--- src/rtl/vga_timing_ctrl.sv ---
// Raster sequencer for the VGA text pipeline: pixel/line counters plus registered
// sync, active-window, coordinate and strobe outputs, all aligned to the counters.
module vga_timing_ctrl #(
    parameter int H_SYNC   = 96,
    parameter int H_BACK   = 48,
    parameter int H_ACTIVE = 640,
    parameter int H_FRONT  = 16,
    parameter int V_SYNC   = 2,
    parameter int V_BACK   = 33,
    parameter int V_ACTIVE = 480,
    parameter int V_FRONT  = 10,
    parameter int CHAR_W   = 8,
    parameter int CHAR_H   = 16
) (
    input  logic       CLK,
    input  logic       RST_N,
    input  logic       PIX_EN,
    output logic [9:0] horiz_c,
    output logic [9:0] vert_c,
    output logic       HSYNC_N,
    output logic       VSYNC_N,
    output logic       VIDEO_ON,
    output logic [9:0] pix_x,
    output logic [9:0] pix_y,
    output logic [6:0] char_col,
    output logic [5:0] char_row,
    output logic       LINE_START,
    output logic       FRAME_START
);
    localparam int H_TOTAL = H_SYNC + H_BACK + H_ACTIVE + H_FRONT;
    localparam int V_TOTAL = V_SYNC + V_BACK + V_ACTIVE + V_FRONT;

    localparam logic [9:0] H_MAX   = 10'(H_TOTAL - 1);
    localparam logic [9:0] V_MAX   = 10'(V_TOTAL - 1);
    localparam logic [9:0] H_SYNC_E = 10'(H_SYNC);
    localparam logic [9:0] V_SYNC_E = 10'(V_SYNC);
    localparam logic [9:0] H_START = 10'(H_SYNC + H_BACK);
    localparam logic [9:0] V_START = 10'(V_SYNC + V_BACK);
    localparam logic [9:0] H_END   = 10'(H_SYNC + H_BACK + H_ACTIVE);
    localparam logic [9:0] V_END   = 10'(V_SYNC + V_BACK + V_ACTIVE);

    localparam int CW_SH = $clog2(CHAR_W);
    localparam int CH_SH = $clog2(CHAR_H);

    logic [9:0] h_nxt;
    logic [9:0] v_nxt;
    logic       von_nxt;
    logic [9:0] px_nxt;
    logic [9:0] py_nxt;

    // All decodes look at the next-state counters so outputs land on the same edge.
    always_comb begin
        h_nxt = horiz_c;
        v_nxt = vert_c;
        if (PIX_EN) begin
            if (horiz_c == H_MAX) begin
                h_nxt = '0;
                v_nxt = (vert_c == V_MAX) ? '0 : vert_c + 10'd1;
            end else begin
                h_nxt = horiz_c + 10'd1;
            end
        end
        von_nxt = (h_nxt >= H_START) && (h_nxt < H_END) &&
                  (v_nxt >= V_START) && (v_nxt < V_END);
        px_nxt  = von_nxt ? (h_nxt - H_START) : '0;
        py_nxt  = von_nxt ? (v_nxt - V_START) : '0;
    end

    always_ff @(posedge CLK or negedge RST_N) begin
        if (!RST_N) begin
            horiz_c     <= '0;
            vert_c      <= '0;
            HSYNC_N     <= 1'b0;
            VSYNC_N     <= 1'b0;
            VIDEO_ON    <= 1'b0;
            pix_x       <= '0;
            pix_y       <= '0;
            char_col    <= '0;
            char_row    <= '0;
            LINE_START  <= 1'b0;
            FRAME_START <= 1'b0;
        end else begin
            horiz_c     <= h_nxt;
            vert_c      <= v_nxt;
            HSYNC_N     <= (h_nxt >= H_SYNC_E);
            VSYNC_N     <= (v_nxt >= V_SYNC_E);
            VIDEO_ON    <= von_nxt;
            pix_x       <= px_nxt;
            pix_y       <= py_nxt;
            char_col    <= 7'(px_nxt >> CW_SH);
            char_row    <= 6'(py_nxt >> CH_SH);
            // An enabled edge that lands on column 0 can only be a wrap.
            LINE_START  <= PIX_EN && (h_nxt == '0);
            FRAME_START <= PIX_EN && (h_nxt == '0) && (v_nxt == '0);
        end
    end
endmodule

--- config.mk ---
export PLATFORM = sky130hd
export DESIGN_NAME = vga_timing_ctrl
export DESIGN_NICKNAME = d
export VERILOG_FILES = /design/src/rtl/vga_timing_ctrl.sv
export SDC_FILE = /design/constraint.sdc
export NUM_CORES = 1
export LEC_CHECK = 0
export BUFFER_PORTS_ARGS = -buffer_cell sky130_fd_sc_hd__buf_2
export CELL_PAD_IN_SITES_DETAIL_PLACEMENT = 1
export CELL_PAD_IN_SITES_GLOBAL_PLACEMENT = 2
export CORE_ASPECT_RATIO = 1.75
export CORE_MARGIN = 1
export CORE_UTILIZATION = 30
export CTS_CLUSTER_SIZE = 25
export DETAILED_ROUTE_END_ITERATION = 10
export GPL_ROUTABILITY_DRIVEN = 1
export PLACE_DENSITY_LB_ADDON = 0.08
export SETUP_SLACK_MARGIN = 0.15
export SYNTH_ARGS = -nofsm -noshare
export SYNTH_HDL_FRONTEND = slang
export SYNTH_SLANG_ARGS = --single-unit
--- constraint.sdc ---
create_clock -name CLK -period 3.9 [get_ports CLK]
set_input_delay 0.39 -clock CLK [delete_from_list [all_inputs] [get_ports CLK]]
set_output_delay 0.39 -clock CLK [all_outputs]
set_load 0.01 [all_outputs]
# Yosys cells after proc, flatten, opt, wreduce, memory -nomap -nowiden
# Index checks and enable logic that the tools add are counted.
# Widths: inputs -> output; s select.
[classes]
n_addsub = 4
magnitude_cmp = 6
n_eq_ne = 2
muxes = 7
reduce_logical = 7
[ops]
columns = ["op", "count"]
rows = [
  ["$mux 10", 7],
  ["$add 10x1->10 const B", 2],
  ["$eq 10x10->1 const B", 2],
  ["$logic_not 10->1", 2],
  ["$lt 10x10->1 const B", 2],
  ["$ge 10x2->1 const B", 1],
  ["$ge 10x6->1 const B", 1],
  ["$ge 10x7->1 const B", 1],
  ["$ge 10x8->1 const B", 1],
  ["$sub 10x6->10 const B", 1],
  ["$sub 10x8->10 const B", 1],
  ["$logic_and 1x1->1", 5],
]
[totals]
regBits = 58
in_bits = 3
output_inout_bits = 58
wordCells = 37

# Longest topological paths before layout
# Gate-level depths: netlist (run 1).
[logic_depth]
ltp_word = 8
depth_mapped = 16

# Worst setup path after synthesis (run 1)
# Ideal clock, no wire load.
[synth_path]
kind = "register to register"
start = "register vert_c[4]"
end = "register char_row[3]"
setup_time_ns = 0.132
arrival_ns = 3.510
required_ns = 3.768
setup_slack_ns = 0.258
path_stages_with_launch = 14
path_buffers = 2
period_less_slack_ns = 3.642
path_cell_list = "dfrtp_1 > clkdlybuf4s50_2 > nand3b_1 > or3_1 > and3_1 > a21oi_1 > inv_1 > ha_1 > or4_1 > mux2_2 > a22o_1 > a32oi_4 > buf_6 > nor4_4"
[synth_between]
elab_chain_cells = 8
elab_cells_between_ends = 11
[synth_rtl]
columns = ["item", "line", "text"]
rows = [
  ["from (decl)", "19", "output logic [9:0] vert_c,"],
  ["from (signal assigned)", "84", "vert_c <= v_nxt;"],
  ["$eq 10x10->1 *", "58", "v_nxt = (vert_c == V_MAX) ? '0 : vert_c + 10'd1;"],
  ["$mux 10 *", "58", ""],
  ["$mux 10 *", "56", "if (horiz_c == H_MAX) begin"],
  ["$mux 10 *", "55", "if (PIX_EN) begin"],
  ["net v_nxt[1]", "46", "logic [9:0] v_nxt;"],
  ["$ge 10x6->1", "64", "(v_nxt >= V_START) && (v_nxt < V_END);"],
  ["$logic_and 1x1->1", "63", "von_nxt = (h_nxt >= H_START) && (h_nxt < H_END) &&"],
  ["$logic_and 1x1->1", "64", ""],
  ["$mux 10 *", "66", "py_nxt = von_nxt ? (v_nxt - V_START) : '0;"],
  ["net py_nxt[7]", "49", "logic [9:0] py_nxt;"],
  ["to (signal assigned)", "91", "char_row <= 6'(py_nxt >> CH_SH);"],
  ["to (decl)", "26", "output logic [5:0] char_row,"],
]
# The timed path passes the listed nets; every way through them passes the cells marked *.

# Worst setup path after layout (run 1)
[layout_path]
start = "register vert_c[0]"
end = "register char_col[6]"
[layout_between]
elab_chain_cells = 8
elab_cells_between_ends = 10
[layout_rtl]
columns = ["item", "line", "text"]
rows = [
  ["$add 10x1->10 or $eq 10x10->1 (tied branches)", "58", ""],
  ["$mux 10 *", "58", ""],
  ["$mux 10 *", "56", ""],
  ["$mux 10 *", "55", ""],
  ["net v_nxt[1]", "46", ""],
  ["$ge 10x6->1", "64", ""],
  ["$logic_and 1x1->1", "63", ""],
  ["$logic_and 1x1->1 *", "64", ""],
  ["$mux 10 *", "65", "px_nxt = von_nxt ? (h_nxt - H_START) : '0;"],
  ["net px_nxt[9]", "48", "logic [9:0] px_nxt;"],
  ["to (signal assigned)", "90", "char_col <= 7'(px_nxt >> CW_SH);"],
  ["to (decl)", "25", "output logic [6:0] char_col,"],
]
# Marked as above.

==> results of run 1 <==
[cells in the mapped netlist, types with 3 or more instances]
cell type	number
dfrtp_1	45
inv_1	22
nand3_1	14
nor3_2	14
o21ai_0	14
buf_4	13
ha_1	10
nand4_1	10
xnor2_1	10
a21oi_1	9
nand2_1	8
nor3_1	8
nor4_1	7
a31oi_1	6
clkbuf_1	6
xor2_1	6
nor2_1	5
and3_1	4
a21o_1	3
and4_1	3
buf_2	3
buf_6	3
mux2i_1	3
nand2b_1	3
nor3b_1	3
or3_1	3
[registers in the layout, indices dropped and copies added, names as in the netlist]
name         flops
FRAME_START      1
HSYNC_N          1
LINE_START       1
VIDEO_ON         1
VSYNC_N          1
char_col         7
char_row         6
horiz_c         10
pix_x            3
pix_y            4
vert_c          10
[worst max-delay path, stage by stage, from the launching register on]
cell       delay (ps)
dfrtp_1           380
inv_1             110
ha_1              170
nand4bb_1         170
or3_1             420
and3_1            210
a21oi_1           160
inv_1             100
ha_1              260
or4_1             400
mux2_2            280
a22o_1            230
a32oi_4           190
buf_12            220
nor4b_1            80
[where the power goes]
group          leakage, nW  internal (mW)  switching (mW)  total, mW
combinational        0.981          0.295           0.445      0.741
clock               0.0738          0.239           0.190      0.429
sequential           0.589          0.563          0.0885      0.651
[final cells by class]
class	instances	area (sq um)
fillers	1109	5709
clock inverters	3	22.52
clock buffers	5	125.1
well taps	120	150.1
repair buffers	81	470.5
multi-input cells	187	1408
flip-flops and latches	45	1126
inverters	22	82.58
[how the worst min path moves through the flow]
stage                            endpoint  slack [ps]
detailed placement   horiz_c[1]$_DFF_PN0_         650
global route          vert_c[7]$_DFF_PN0_         370
global placement      vert_c[5]$_DFF_PN0_         670
CTS                   vert_c[7]$_DFF_PN0_         340
floorplan           FRAME_START$_DFF_PN0_          90
finish                vert_c[7]$_DFF_PN0_         270
[routing by layer]
layer / part of all wire, % / routed length [microns] / vias to the layer above
met2: 58 / 5214 / 54
met4: 5.0 / 444 / 0
met1: 34 / 3056 / 1202
met5: 0 / 0 / -
li1: - / - / 1124
met3: 2.3 / 209 / 24
[kinds of logic after synthesis]
logic type                 Yosys count  synth area share (%)
AOI/OAI and AO/OA                   53                 13.40
xor gates and xnor gates            16                 4.969
buffers and inverters               50                 10.16
and+or+nand+nor                    102                 24.71
muxes                                6                 2.396
adders and majority gates           10                 4.437
DFF                                 45                 39.93
[metrics by stage]
stage | worst slack, ps | util, % | std cells | power, mW | hold slack, ps
floorplan | 258.1 | - | 282 | 1.141 | 94.41
global placement | 457.4 | 35.59 | 455 | 1.418 | 668.0
detailed placement | 361.0 | 35.59 | 455 | 1.418 | 652.9
CTS | 351.2 | 37.22 | 463 | 1.862 | 338.9
global route | 221.5 | 37.22 | 463 | 1.955 | 374.0
finish | 362.2 | 37.22 | 463 | 1.821 | 268.1
==> flow_summary.toml, run 1 <==
[outcome]
status = "complete, no violations"

[cts]
clk_pin_slew_ps = 70
hold_buffers = 0
cts_buffers = 5
postCtsResizedCells = 0
post_cts_buffers = 0
insertion_delay_ps = 290
root_buffer = "clkbuf_16"
cts_tree = "built"
clock_path_buffers = 2
cts_num_sinks = 45
cts_max_level = 2

[floorplan]
die_h_microns = 130.3
core_sq_um = 9094
design.die.area_sq_um = 9807
die_x_microns = 75.29
num_rows = 46
start_util_pct = 31.01
ios = 61

[setup_path]
r2r_setup_slack_ps = 360
end_kind = "register"
crit_required_ps = 4060
cp.arrival_ps = 3700
reg2reg_from = "vert_c[0]$_DFF_PN0_"
r2r-end = "char_col[6]$_DFF_PN0_"
critPathLaunchType = "register"
crit_path_end = "char_col[6]$_DFF_PN0_"
path_max_fanout = 21
critical_path.startpoint = "vert_c[0]$_DFF_PN0_"
reg2regPathDepth = 14
crit_type = "reg -> reg"

[power_and_ir_drop]
ir_worst_vdd_mv = 0.3093
power.density_nw_per_um2 = 537.9
power.leakage_nw = 1.644

[place]
hpwlAfterDp_mm = 7.034
portBuffers = 60
place.gp.congestion = 0.8697
dpl-instance-area_sq_um = 3237

[logic_synthesis]
synth_top_area_share_pct = 39.93
synth_cell_types = 61
synth_cells = 282
synth_area_sq_um = 2820
ys.flop_type = "dfrtp_1"
synth-seq-area-share_pct = 39.93
synth_area_leaders = "dfrtp_1 40%, nor3_2 5.0%, ha_1 4.4%"
synth-seq-cells = 45
ys_warn_count = 0
syn_area_per_cell_sq_um = 10.00
synth.net_count = 295
yosys.area.top_type = "dfrtp_1"
ys_async_sr_fraction_pct = 100.0
synth-edff-count = 0

[sta]
setup_tns_ps = 0
hold_viol = 0
rsz0062_at_grt = "false"
relSlewSlack_pct = 29.90
min_period_ps = 3538
setup_violations = 0
clock_skew_ps = 8.446
drv_slew = 0
max_freq_ghz = 0.2827
tightestPinTransition_ps = 1052
fin_crit_sh_pct = 90.71

[drt]
drt_iter0_drc = 79
remaining_drc_errors = 0
antenna_left = 0
routedWlPerCell_microns = 19.27
vias = 2404
viasPerCell = 5.192
drtPass1Iterations = 4
wl_mm = 8.924

[global_routing]
busiest_layer = "met2"
grt_usage_pct = 19.93
grt_pass1_wl_mm = 14.09
grtUsageMet1_pct = 19.23
grt_max_degree = 46
use_met2_pct = 38.50
grt_overflow = 0
antenna_found_initial = 0
grt_pass1_vias = 2640
met3_usage_pct = 2.703

[layout]
mostFrequentLayoutCells = "60 x buf_2, 45 x dfrtp_1, 22 x inv_1, 20 x buf_4"
layout_commonest_cell = "buf_2"
synthToLayoutAreaGrowth_pct = 20.01
drive_above_1_share_pct = 34.11
stdcell_area_sq_um = 3385
diodes = 0
nets = 355

[min_path]
hp-class = "in -> async"

[run]
cap_violations = 0
Power figures use the tool's default switching activity.
==> run 2, diff against run 1 <==
--- a/config.mk
+++ b/config.mk
@@ -8,7 +8,7 @@
 export BUFFER_PORTS_ARGS = -buffer_cell sky130_fd_sc_hd__buf_2
 export CELL_PAD_IN_SITES_DETAIL_PLACEMENT = 1
 export CELL_PAD_IN_SITES_GLOBAL_PLACEMENT = 2
-export CORE_ASPECT_RATIO = 1.75
+export CORE_ASPECT_RATIO = 0.75
 export CORE_MARGIN = 1
 export CORE_UTILIZATION = 30
 export CTS_CLUSTER_SIZE = 25
==> flow_summary.toml, run 2 (same netlist as run 1, synthesis figures left out) <==
[outcome]
status = "complete, no violations"

[layout]
seq_area_sq_um = 1126
mostFrequentLayoutCells = "60 x buf_2, 45 x dfrtp_1, 22 x inv_1, 17 x buf_4, 15 x nor3_2"
drive_above_1_share_pct = 34.50
fillCellCount = 1049
stdcell_area_sq_um = 3441
final_core_util_pct = 37.88
reg.largest.list = "horiz_c (10), vert_c (10), char_col (7)"
layout_commonest_cell = "buf_2"
diodes = 0
multi_input_comb_area_sq_um = 1420
synthToLayoutAreaGrowth_pct = 22.01
nets = 354

[place]
portBuffers = 60
dpl-instance-area_sq_um = 3217
hpwlAfterDp_mm = 6.133
place.gp.congestion = 0.8466

[drt]
drtPass1Iterations = 4
antenna_left = 0
wl_mm = 8.290
vias = 2351
viasPerCell = 5.002
remaining_drc_errors = 0
routedWlPerCell_microns = 17.64
drt_iter0_drc = 204

[floorplan]
die_h_microns = 85.97
core_sq_um = 9084
num_rows = 30
start_util_pct = 31.05
ios = 61
die_x_microns = 114.0
design.die.area_sq_um = 9796

[setup_path]
cp_slowest_stage_delay_ps = 440
path_depth = 12
crit_path_cell_trace = "or2_2 > or3_4 > and3_1 > a21oi_1 > inv_1 > ha_1 > or4_1 > mux2_2 > a22o_1 > a32oi_4 > buf_12 > nor4b_1"
critPathLaunchType = "register"
crit_path_end = "char_col[6]$_DFF_PN0_"
cp.arrival_ps = 3720
reg2reg_from = "vert_c[7]$_DFF_PN0_"
critPathBufInv = 2
reg2regPathDepth = 12
r2r_setup_slack_ps = 330
r2r-end = "char_col[6]$_DFF_PN0_"
critical_path.startpoint = "vert_c[7]$_DFF_PN0_"
path_max_fanout = 11
crit_required_ps = 4050
end_kind = "register"
crit_slowest_cell = "dfrtp_1"
crit_type = "reg -> reg"
crit_family = "simple AND/OR/NAND/NOR gates"

[power_and_ir_drop]
p_switching_mw = 0.7084
pwr-share-seq_pct = 35.3
p_clk_share_pct = 26.3
power.density_nw_per_um2 = 538.2
ir_worst_vdd_mv = 0.2024
pwr-share-comb_pct = 38.4
power_mw = 1.852
p_int_mw = 1.143
power.leakage_nw = 1.653
switching_share_pct = 38.25

[cts]
cts_buffers = 5
hold_buffers = 0
clk_pin_slew_ps = 70
insertion_delay_ps = 280
cts_max_level = 2
cts_num_sinks = 45
clock_path_buffers = 2
root_buffer = "clkbuf_16"
cts_tree = "built"

[global_routing]
grt_overflow = 0
grt_usage_pct = 17.53
grt_pass1_wl_mm = 13.09
grt_max_degree = 46
antenna_found_initial = 0
grt_pass1_vias = 2250

[sta]
hold_viol = 0
rsz0062_at_grt = "false"
tightestPinTransition_ps = 839.1
setup_violations = 0
fin_crit_sh_pct = 91.64
clock_skew_ps = 4.008
drv_slew = 0
setup_tns_ps = 0
timing.hold.ws_ps = 202.6
max_freq_ghz = 0.2798
relSlewSlack_pct = 43.47
min_period_ps = 3574

[min_path]
hp-class = "in -> async"

[run]
cap_violations = 0
run 2: cell count changes in the layout (fill, tap and decap cells not counted), sizes merged:
| cell | previous run | this run |
|---|---|---|
| bufinv | 0 | 1 |
| clkbuf | 5 | 7 |
| clkinv | 3 | 1 |
| buf | 81 | 79 |
run 2: layout make-up:
cell class,instances,share of cell area [%]
clock buffers,6,3.745
clock inverters,2,1.127
inverters,22,2.400
multi-input cells,187,41.27
flip-flops and latches,45,32.73
well taps,128,4.655
repair buffers,80,14.07
run 2: how the worst min path moves through the flow:
stage	depth (start not counted)	startpoint	end	slack, ps
after floorplan	0	RST_N	FRAME_START$_DFF_PN0_	90
after global placement	2	RST_N	char_col[5]$_DFF_PN0_	540
after detailed placement	2	RST_N	char_col[5]$_DFF_PN0_	540
after CTS	2	RST_N	char_col[5]$_DFF_PN0_	230
after global routing	2	RST_N	char_col[5]$_DFF_PN0_	250
final	2	RST_N	char_col[5]$_DFF_PN0_	200
run 2: power by group through the flow:
stage	sequential (mW)	combinational, mW	clock [mW]
6_report	0.653	0.711	0.488
3_5_place_dp	0.663	0.713	0
5_1_grt	0.672	0.792	0.525
4_1_cts	0.654	0.719	0.504
3_3_place_gp	0.661	0.716	0
2_1_floorplan	0.692	0.450	0
run 2: timing repair:
item                       4_1_cts  5_1_grt
setup endpoints to repair        0        1
setup buffers                    0        1
resized for setup                0        3
run 2: worst register-to-register path: stages (launching register included):
cell and delay [ps]:
dfrtp_1 440, or2_2 360, or3_4 410, and3_1 180, a21oi_1 180, inv_1 130, ha_1 240, or4_1 400
mux2_2 290, a22o_1 230, a32oi_4 320, buf_12 200, nor4b_1 70
run 2: per-layer routing:
layer | global-route usage [%] | share of wire (%)
met1 | 29.81 | 56
met2 | 21.93 | 38
met3 | 2.898 | 4.7
met4 | 3.542 | 0.62
met5 | 0 | 0
run 2: per-stage QoR:
step                worst slack, ps  std cells
global placement              408.9        459
CTS                           346.2        467
detailed placement            396.9        459
finish                        326.0        470
global route                  156.2        470
floorplan                     258.1        282
==> run 3, diff against run 2 <==
==> constraint.sdc (replaced) <==
create_clock -name CLK -period 4.2 [get_ports CLK]
set_input_delay 0.42 -clock CLK [delete_from_list [all_inputs] [get_ports CLK]]
set_output_delay 0.42 -clock CLK [all_outputs]
set_load 0.01 [all_outputs]
==> flow_summary.toml, run 3 (same netlist as run 1, synthesis figures left out) <==
[global_routing]
use_met2_pct = 22.37
grt_pass1_wl_mm = 13.05
grtUsageMet1_pct = 28.97
grt_overflow = 0
grt_max_degree = 46
busiest_layer = "met1"
grt_usage_pct = 17.62
grt_pass1_vias = 2217
antenna_found_initial = 0
met3_usage_pct = 4.099

[sta]
fin_crit_sh_pct = 89.42
clock_skew_ps = 6.494
setup_violations = 0
drv_slew = 0
rsz0062_at_grt = "false"
relSlewSlack_pct = 30.06
setup_tns_ps = 0
hold_viol = 0
min_period_ps = 3755
tightestPinTransition_ps = 1049
max_freq_ghz = 0.2663

[place]
placed_cells = 454
place.gp.congestion = 0.7863
hpwlAfterDp_mm = 6.098
portBuffers = 60

[power_and_ir_drop]
power.density_nw_per_um2 = 511.0
ir_worst_vdd_mv = 0.2012
power.leakage_nw = 1.607

[drt]
viasPerCell = 4.848
routedWlPerCell_microns = 17.14
remaining_drc_errors = 0
antenna_left = 0
drt_iter0_drc = 86
wl_mm = 7.917
vias = 2240
drtPass1Iterations = 4

[setup_path]
r2r_setup_slack_ps = 440
reg2reg_from = "vert_c[0]$_DFF_PN0_"
critical_path.startpoint = "vert_c[0]$_DFF_PN0_"
critPathLaunchType = "register"
r2r-end = "char_col[6]$_DFF_PN0_"
crit_type = "reg -> reg"
reg2regPathDepth = 14
crit_path_end = "char_col[6]$_DFF_PN0_"
cp.arrival_ps = 3910
path_max_fanout = 21
crit_required_ps = 4360
end_kind = "register"

[layout]
fillCellCount = 1070
finalNonFillerCells = 462
drive_above_1_share_pct = 32.34
nets = 346
synthToLayoutAreaGrowth_pct = 18.50
diodes = 0
reg.largest.list = "horiz_c (10), vert_c (10), char_col (7)"
multi_input_comb_area_sq_um = 1411
seq_area_sq_um = 1126
layout_commonest_cell = "buf_2"
mostFrequentLayoutCells = "60 x buf_2, 45 x dfrtp_1, 22 x inv_1"

[floorplan]
ios = 61
design.die.area_sq_um = 9796
die_x_microns = 114.0
die_h_microns = 85.97
num_rows = 30
start_util_pct = 31.05
core_sq_um = 9084

[cts]
cts_buffers = 5
hold_buffers = 0
clk_pin_slew_ps = 70
cts_num_sinks = 45
postCtsResizedCells = 0
clock_path_buffers = 2
root_buffer = "clkbuf_16"
cts_max_level = 2
cts_tree = "built"
insertion_delay_ps = 290
post_cts_buffers = 0

[min_path]
hp-class = "in -> async"

[outcome]
status = "complete, no violations"

[run]
cap_violations = 0
run 3: cell type report:
type	instances	share of cell area (%)
Tap cell	128	4.792
Multi-Input combinational cell	187	42.23
Timing Repair Buffer	72	11.79
Inverter	22	2.471
Clock inverter	2	1.161
Clock buffer	6	3.856
Sequential cell	45	33.70
run 3: through the flow:
stage / area [sq um] / hold WS (ps) / power (mW) / worst slack, ps / util [%]
after floorplan: 2820 / 124.4 / 1.060 / 558.1 / -
after global routing: 3342 / 408.4 / 1.835 / 238.8 / 36.79
after detailed placement: 3167 / 665.6 / 1.263 / 283.1 / 34.86
after CTS: 3334 / 369.4 / 1.726 / 273.9 / 36.71
final: 3342 / 325.5 / 1.708 / 444.5 / 36.79
after global placement: 3167 / 675.1 / 1.263 / 477.8 / 34.86
run 3: critical path: stages (launching register included):
cell       delay (ps)
dfrtp_1           480
inv_1             160
ha_1              170
nand4bb_1         170
or3_1             430
and3_1            210
a21oi_2           180
inv_1             110
ha_1              230
or4_1             410
mux2_2            290
a22o_1            230
a32oi_4           170
buf_6             280
nor4b_1            90
run 3: power by group:
group          internal (mW)  switching [mW]
Clock                  0.282           0.171
Combinational          0.248           0.393
Sequential             0.523          0.0906
Total                   1.05           0.655
run 3: how the worst min path moves through the flow:
stage                   startpoint               endpoint  slack (ps)  cells past startpoint
3_5_place_dp   vert_c[6]$_DFF_PN0_    vert_c[6]$_DFF_PN0_         670                      2
4_1_cts                      RST_N    vert_c[0]$_DFF_PN0_         370                      1
2_1_floorplan                RST_N  FRAME_START$_DFF_PN0_         120                      0
6_report                     RST_N   horiz_c[8]$_DFF_PN0_         330                      1
5_1_grt                      RST_N  char_col[3]$_DFF_PN0_         410                      1
3_3_place_gp                 RST_N  char_col[3]$_DFF_PN0_         680                      1
run 3: routing by layer:
metal | routed length (microns) | vias to the layer above
met5 | 0 | -
met3 | 451 | 6
li1 | - | 1118
met4 | 59 | 0
met2 | 2866 | 62
met1 | 4540 | 1054
